===== src/rtl/uart_ctrl_pkg.sv =====
// uart_ctrl_pkg
//   Shared definitions for the UART register controller: transmit FSM
//   encoding, CONTROL register bit positions and register-select codes.
`timescale 1ns/1ps
package uart_ctrl_pkg;

  // Fixed encodings, kept as plain constants so older code can compare
  // against raw state values.
  localparam logic [1:0] ST_IDLE      = 2'd0;
  localparam logic [1:0] ST_LAUNCH    = 2'd1;
  localparam logic [1:0] ST_WAIT_DONE = 2'd2;
  localparam logic [1:0] ST_CLEAR     = 2'd3;

  typedef enum logic [1:0] {
    IDLE      = ST_IDLE,
    LAUNCH    = ST_LAUNCH,
    WAIT_DONE = ST_WAIT_DONE,
    CLEAR     = ST_CLEAR
  } state_e;

  // CONTROL register bit positions
  localparam int unsigned SEND_BIT    = 0;
  localparam int unsigned NEW_RX_BIT  = 1;
  localparam int unsigned TX_ERR_BIT  = 2;
  localparam int unsigned OVERRUN_BIT = 3;

  // reg_sel_i codes
  localparam logic REG_CONTROL = 1'b0;
  localparam logic REG_DATA    = 1'b1;

endpackage


===== src/rtl/module_uart_tx_timeout.sv =====
// module_uart_tx_timeout
//   Transmit watchdog counter. Cleared while the controller launches a
//   character, counts while it waits for completion, and flags expiry when
//   the count reaches TIMEOUT_CYC-1.
// Ports:
//   clk_i, rst_n_i : clock, synchronous active-low reset
//   clr_i          : load 0 (has priority over en_i)
//   en_i           : count one cycle
//   expired_o      : count == TIMEOUT_CYC-1
`timescale 1ns/1ps
module module_uart_tx_timeout #(
  parameter int TIMEOUT_CYC = 200000
) (
  input  logic clk_i,
  input  logic rst_n_i,
  input  logic clr_i,
  input  logic en_i,
  output logic expired_o
);

  localparam int CW = (TIMEOUT_CYC > 1) ? $clog2(TIMEOUT_CYC) : 1;
  localparam logic [CW-1:0] LAST = CW'(TIMEOUT_CYC - 1);

  logic [CW-1:0] r_cnt;

  // Holds at LAST rather than wrapping, so expiry stays visible until cleared.
  always_ff @(posedge clk_i) begin
    if (!rst_n_i)                 r_cnt <= '0;
    else if (clr_i)               r_cnt <= '0;
    else if (en_i && !expired_o)  r_cnt <= r_cnt + CW'(1);
  end

  assign expired_o = (r_cnt == LAST);

endmodule


===== src/rtl/module_uart_reg_ctrl.sv =====
// module_uart_reg_ctrl
//   CPU-facing register block for the UART. Holds CONTROL (SEND, NEW_RX,
//   TX_ERR, OVERRUN) and DATA (tx_byte on write, rx_byte on read), sequences
//   one transmission per SEND and captures received bytes.
// Ports:
//   clk_i, rst_n_i        : clock, synchronous active-low reset
//   wr_i, reg_sel_i       : write strobe and register select (0 CONTROL, 1 DATA)
//   entrada_i / salida_o  : CPU write data / combinational read data
//   tx_start_o, tx_data_o : launch pulse and held byte to the TX engine
//   tx_busy_i, tx_done_i  : TX engine busy level and completion pulse
//   rx_valid_i, rx_data_i : RX engine byte strobe and byte
`timescale 1ns/1ps
module module_uart_reg_ctrl
  import uart_ctrl_pkg::*;
#(
  parameter int BUS_W       = 32,
  parameter int DATA_W      = 8,
  parameter int TIMEOUT_CYC = 200000
) (
  input  logic              clk_i,
  input  logic              rst_n_i,
  input  logic              wr_i,
  input  logic              reg_sel_i,
  input  logic [BUS_W-1:0]  entrada_i,
  output logic [BUS_W-1:0]  salida_o,
  output logic              tx_start_o,
  output logic [DATA_W-1:0] tx_data_o,
  input  logic              tx_busy_i,
  input  logic              tx_done_i,
  input  logic              rx_valid_i,
  input  logic [DATA_W-1:0] rx_data_i
);

  state_e            r_state, w_next;
  logic              r_send, r_new_rx, r_tx_err, r_overrun;
  logic [DATA_W-1:0] r_tx_byte, r_rx_byte, r_tx_data;

  logic w_wr_ctrl, w_wr_data, w_expired, w_timeout;
  logic w_unused_bits;

  assign w_wr_ctrl     = wr_i && (reg_sel_i == REG_CONTROL);
  assign w_wr_data     = wr_i && (reg_sel_i == REG_DATA);
  assign w_unused_bits = ^entrada_i[BUS_W-1:DATA_W];

  module_uart_tx_timeout #(.TIMEOUT_CYC(TIMEOUT_CYC)) u_timeout (
    .clk_i     (clk_i),
    .rst_n_i   (rst_n_i),
    .clr_i     (r_state == LAUNCH),
    .en_i      (r_state == WAIT_DONE),
    .expired_o (w_expired)
  );

  // A completion arriving on the expiry cycle counts as success.
  assign w_timeout = (r_state == WAIT_DONE) && w_expired && !tx_done_i;

  always_comb begin
    w_next = r_state;
    case (r_state)
      IDLE:      if (r_send && !tx_busy_i) w_next = LAUNCH;
      LAUNCH:    w_next = WAIT_DONE;
      WAIT_DONE: if (tx_done_i || w_expired) w_next = CLEAR;
      CLEAR:     w_next = IDLE;
      default:   w_next = IDLE;
    endcase
  end

  always_ff @(posedge clk_i) begin
    if (!rst_n_i) begin
      r_state   <= IDLE;
      r_send    <= 1'b0;
      r_new_rx  <= 1'b0;
      r_tx_err  <= 1'b0;
      r_overrun <= 1'b0;
      r_tx_byte <= '0;
      r_rx_byte <= '0;
      r_tx_data <= '0;
    end else begin
      r_state <= w_next;

      // Latch on entry to LAUNCH so the byte is already valid alongside
      // tx_start_o and immune to later DATA writes.
      if (r_state == IDLE && w_next == LAUNCH) r_tx_data <= r_tx_byte;

      if (w_wr_data) r_tx_byte <= entrada_i[DATA_W-1:0];

      // SEND is only CPU-writable while idle; CLEAR always wins.
      if (r_state == CLEAR)                   r_send <= 1'b0;
      else if (w_wr_ctrl && r_state == IDLE)  r_send <= entrada_i[SEND_BIT];

      // Hardware set beats a same-cycle CPU clear on every flag.
      if (rx_valid_i)                                  r_new_rx <= 1'b1;
      else if (w_wr_ctrl && !entrada_i[NEW_RX_BIT])    r_new_rx <= 1'b0;

      if (w_timeout)                                   r_tx_err <= 1'b1;
      else if (w_wr_ctrl && entrada_i[TX_ERR_BIT])     r_tx_err <= 1'b0;

      if (rx_valid_i && r_new_rx)                      r_overrun <= 1'b1;
      else if (w_wr_ctrl && entrada_i[OVERRUN_BIT])    r_overrun <= 1'b0;

      if (rx_valid_i) r_rx_byte <= rx_data_i;
    end
  end

  always_comb begin
    salida_o = '0;
    if (reg_sel_i == REG_CONTROL) salida_o[3:0] = {r_overrun, r_tx_err, r_new_rx, r_send};
    else                          salida_o[DATA_W-1:0] = r_rx_byte;
  end

  assign tx_start_o = (r_state == LAUNCH);
  assign tx_data_o  = r_tx_data;

endmodule


===== config.mk =====
export PLATFORM = sky130hd
export DESIGN_NAME = module_uart_reg_ctrl
export DESIGN_NICKNAME = d
export VERILOG_FILES = /design/src/rtl/uart_ctrl_pkg.sv /design/src/rtl/module_uart_tx_timeout.sv /design/src/rtl/module_uart_reg_ctrl.sv
export SDC_FILE = /design/constraint.sdc
export NUM_CORES = 1
export LEC_CHECK = 0
export CAP_MARGIN = 20
export CORE_UTILIZATION = 41
export DETAILED_ROUTE_END_ITERATION = 12
export PLACE_DENSITY = 0.87
export SLEW_MARGIN = 30
export SYNTH_ARGS = -nofsm -noshare
export SYNTH_HDL_FRONTEND = slang
export SYNTH_HIERARCHICAL = 1
export SYNTH_SLANG_ARGS = --single-unit

===== constraint.sdc =====
create_clock -name clk_i -period 1.81 [get_ports clk_i]
set_input_delay 0.362 -clock clk_i [delete_from_list [all_inputs] [get_ports clk_i]]
set_output_delay 0.362 -clock clk_i [all_outputs]
set_load 0.1 [all_outputs]

; ---- Word level (Yosys, flattened, before mapping)
; Cells that the tools add are included.
[classes]
n_addsub = 1
n_eq_ne = 5
n_mux = 11
bitwise = 2
reduce_logical = 23
[ops]
columns = cell, n
row1 = "18-bit by 1-bit adder with 18-bit output, second input constant", 1
row2 = "18-bit equality test, second input constant", 1
row3 = 1-bit logical AND, 12
row4 = 4-bit two-way mux, 2
row5 = 2-bit case mux with 4 select lines, 1
row6 = 1-bit two-way mux, 6
row7 = 2-bit nonzero test, 3
row8 = "2-bit by 1-bit equality test with 1-bit output, second input constant", 2
row9 = "2-bit equality test, second input constant", 2
row10 = 1-bit logical NOT, 4
row11 = 2-bit two-way mux, 2
row12 = 2-bit OR reduction, 2
row13 = 2-bit logical NOT, 1
row14 = 1-bit NOT, 2
row15 = 1-bit logical OR, 1
[totals]
register_bits = 48
in_bits = 47
out_inout_bits = 41
wordCells = 51

; ---- Longest topological paths before layout
; Gate-level depths: netlist of the first run.
[depth]
ltp_word = 6
ltp_mapped = 7
mapped_depth_nobuf = 7

; ---- By module
; The synthesis of the first run kept the hierarchy.
[modules_own_cells]
columns = module, instances, cells_each, area_each_um2, seq_area_each_um2
row1 = module_uart_reg_ctrl, 1, 162, 1511.4, 600.6
row2 = module_uart_tx_timeout, 1, 112, 968.4, 360.3

; ---- Worst setup path before layout of the first run
; No wires, ideal clock.
[synth_timing]
kind = flip-flop to flip-flop
from = register r_state[0]
to = register u_timeout.r_cnt[15]
setup_time_ns = 0.116
t_arrival_ns = 2.073
required_ns = 1.694
slack_ns = -0.379
stages_incl_launch_ff = 6
path_buffers = 1
period_less_slack_ns = 2.189
path_cell_list = dfxtp_1 > ha_1 > nand2b_1 > clkbuf_1 > nor2_1 > a31o_2
[synth_via]
elab_chain_len = 2
elab_cells_between_ends = 4
cone_classes = eq/ne: 2 / reduce/logical: 2
[synth_lines]
columns = item, line
row1 = "start, declared", module_uart_reg_ctrl.sv:34  ; state_e r_state, w_next;
row2 = "start signal, assigned", module_uart_reg_ctrl.sv:78  ; r_state <= w_next;
row3 = 2-bit by 1-bit equality test with 1-bit output, --
row4 = net tx_start_o, module_uart_reg_ctrl.sv:26  ; output logic tx_start_o,
row5 = 2-bit OR reduction (no source line), --
row6 = "end signal, assigned", module_uart_tx_timeout.sv:30  ; else if (en_i && !expired_o) r_cnt <= r_cnt + CW'(1);
row7 = "end, declared", module_uart_tx_timeout.sv:24  ; logic [CW-1:0] r_cnt;
; The timed path passes the listed nets, and every way through them passes these cells.
; A chain may end at the register's enable or synchronous reset.

; ---- Worst setup path after layout of the first run
[layout_timing]
from = input reg_sel_i
to = output salida_o[0]
[layout_via]
elab_chain_len = 1
[layout_lines]
columns = item, line
row1 = "start, declared", module_uart_reg_ctrl.sv:23  ; input logic reg_sel_i,
row2 = 4-bit two-way mux, module_uart_reg_ctrl.sv:106  ; if (reg_sel_i == REG_CONTROL) salida_o[3:0] = {r_overrun, r_tx_err, r_new_rx, r_send};
row3 = "end, declared", module_uart_reg_ctrl.sv:25  ; output logic [BUS_W-1:0] salida_o,
; Every way passes these cells.

==> results of run 1 <==
-- final timing paths --
path | start | endpoint | slack (ns)
hold reg to reg | r_tx_byte[1] | r_tx_byte[1] | 0.46
hold / removal | r_tx_byte[1] | r_tx_byte[1] | 0.46
setup / recovery | reg_sel_i | salida_o[0] | 0.10
setup reg to reg | r_state[1] | u_timeout/r_cnt[15] | 0.16
-- cell type report --
cell class | count | share of cell area
clock buffer | 5 | 0.0208
clock inverter | 3 | 0.0208
inverter | 8 | 0.00943
multi-input combinational | 206 | 0.412
sequential | 48 | 0.290
tap | 72 | 0.0272
timing repair buffer | 60 | 0.220
-- cells in the final DEF, fill, tap and decap left out, drive strengths merged, types with 6 or more instances in the layout --
| cell type | Yosys | layout |
|---|---|---|
| clkdlybuf4s50 | 0 | 21 |
| a21oi | 6 | 6 |
| inv | 7 | 8 |
| buf | 30 | 38 |
| dfxtp | 48 | 48 |
| a21boi | 9 | 9 |
| nor2b | 11 | 11 |
| nand3 | 14 | 14 |
| mux2i | 19 | 19 |
| nor2 | 11 | 11 |
| conb | 1 | 24 |
| nand2 | 37 | 37 |
| and2 | 6 | 6 |
-- registers in the layout, summed over array words and instances, names as in the netlist --
| name | cells |
|---|---|
| tx_data_o | 8 |
| u_timeout/r_cnt | 18 |
| r_rx_byte | 8 |
| r_tx_byte | 8 |
| r_overrun | 1 |
| r_state | 2 |
| r_new_rx | 1 |
| r_tx_err | 1 |
| r_send | 1 |
-- power breakdown --
group | leakage [nW] | total [mW] | internal, mW | switching (mW)
clock network | 0.0687 | 0.938 | 0.556 | 0.382
logic | 0.890 | 0.592 | 0.173 | 0.419
registers | 0.390 | 1.10 | 1.08 | 0.0179
-- layer usage --
metal | part of all wire | GRT usage | wire length [µm] | vias to the layer above
met3 | 0.058 | 0.0537 | 290 | 3
met1 | 0.41 | 0.195 | 2070 | 952
met5 | 0 | 0 | 0 | -
li1 | - | - | - | 1010
met4 | 0.0074 | 0.0482 | 37 | 0
met2 | 0.52 | 0.303 | 2620 | 59
-- worst max-delay path, cell delays in order --
cell and delay [ns]:
dlygate4sd2_1 0.39, mux2_2 0.42, buf_12 0.17
-- stage by stage --
step	hold slack [ns]	total power [mW]
after floorplan	0.435	1.60
final	0.459	2.63
after global placement	0.444	1.71
after CTS	0.464	2.66
after global routing	0.481	2.73
after detailed placement	0.451	1.72
-- kinds of logic after synthesis --
logic type | count (synthesis) | share of synthesized area
XOR/XNOR | 5 | 0.0177
buffers and inverters | 43 | 0.104
flip-flops | 48 | 0.387
adder cells (fa/ha/maj) | 5 | 0.0252
AND/OR/NAND/NOR | 112 | 0.256
other | 1 | 0.00151
multiplexers | 23 | 0.0949
AO/OA/AOI/OAI | 37 | 0.113
==> impl_metrics.py, run 1 <==
metrics = {
    "cts": {
        "clockBufferDepth": 2,
        "clock-root-buffer": "clkbuf_8",
        "clkSinkCount": 48,
        "htreeDepth": 2,
        "cts_made_buffers": 5,
        "post_cts_buffers": 0,
        "tritoncts": "done",
        "holdBufCountCts": 0,
        "post_cts_resized": 1,
        "clkLatencyLatePin_ns": 0.30,
        "clkSlewWorstSetupHoldPaths_ns": 0.09,
    },
    "synth": {
        "synth_cell_types": 51,
        "synth-async-reset-ratio": 0,
        "ys_ff_latch": 48,
        "yosysTopAreaCellShare": 0.387,
        "avgSynthCellArea_um2": 9.05,
        "synth_top_cells_by_count": "dfxtp_1, nand2_1, buf_4",
        "ys.flop_type": "dfxtp_1",
        "synth_area_leaders": "dfxtp_1, mux2i_1, buf_4",
        "yosysWarnings": 6,
        "synth-edff-count": 0,
        "seq_area_frac_synth": 0.387,
        "syn-cell-area_mm2": 0.00248,
        "yosys.area.top_type": "dfxtp_1",
        "synth_cells": 274,
        "synth.most_common_cell": "dfxtp_1",
    },
    "timing": {
        "setup_viol": 0,
        "drv_slew": 0,
        "fin_setup_tns_ns": 0,
        "timing.final.ws_setup_ns": 0.103,
        "max_freq_mhz": 586,
        "period_share": 0.943,
        "fin_crit_ns": 1.71,
        "finalHoldViolations": 0,
        "rsz0062_at_grt": "no",
        "finClkSkew_ns": 0.00969,
    },
    "floorplanning": {
        "design.core.area_mm2": 0.00568,
        "rows": 27,
        "die_w_um": 79.8,
        "start_util": 0.437,
        "die_h_um": 79.8,
        "ios": 88,
        "die_area_mm2": 0.00636,
    },
    "drt": {
        "first_pass_iters": 4,
        "vias_per_cell": 5.03,
        "routed-via-count": 2024,
        "drc": 0,
        "drt-initial-drc-count": 86,
        "wl_per_cell_um": 12.5,
        "ant_nets": 0,
        "wirelength_um": 5020,
    },
    "grt": {
        "grt_start_max_net_pins": 39,
        "track_usage": 0.170,
        "grt_overflow": 0,
        "grt_antenna_before_repair": 0,
        "grt_pass1_vias": 1911,
        "grt_pass1_wl_um": 8440,
    },
    "setup_path": {
        "endpoint_kind": "primary output",
        "cp.required_ns": 1.45,
        "path_class": "input pin to primary output",
        "crit_path_max_fanout": 7,
        "worstPathArrival_ns": 1.35,
        "timing.reg2reg.worst_path_depth": 5,
        "crit_path_start_kind": "input pin",
    },
    "place": {
        "place_area_mm2": 0.00318,
        "place_ws_ns": -0.137,
        "place_congestion": 0.840,
        "hpwl_um": 3760,
        "portBuffers": 39,
        "placed_cells": 394,
    },
    "run_status": {
        "status": "finished clean",
    },
    "power": {
        "leakagePower_nw": 1.35,
        "power.density_mw_per_mm2": 794,
        "ir_drop_v": 0.000526,
    },
    "layout": {
        "n_antenna_cell": 0,
        "areaGrowthSynthToFinish_pct": 33.7,
        "utilization": 0.584,
        "final_cells": 402,
        "num-nets-final": 381,
        "multi_input_area_mm2": 0.00137,
        "drive_gt1_frac": 0.209,
        "regArea_um2": 961,
        "fillers": 489,
        "design_area_mm2": 0.00332,
    },
    "min_path": {
        "min_path_cells": 2,
        "hp-class": "register to register",
    },
    "flow_run": {
        "maxCapViolations": 0,
    },
}
No activity file was read; power rests on OpenSTA's default activity.
==> run 2: changes to the inputs <==
Settings changed: CTS_CLUSTER_SIZE from default to 24.
==> results of run 2 <==
Same layout as run 1: the final DEF is identical, and so are final timing and power.
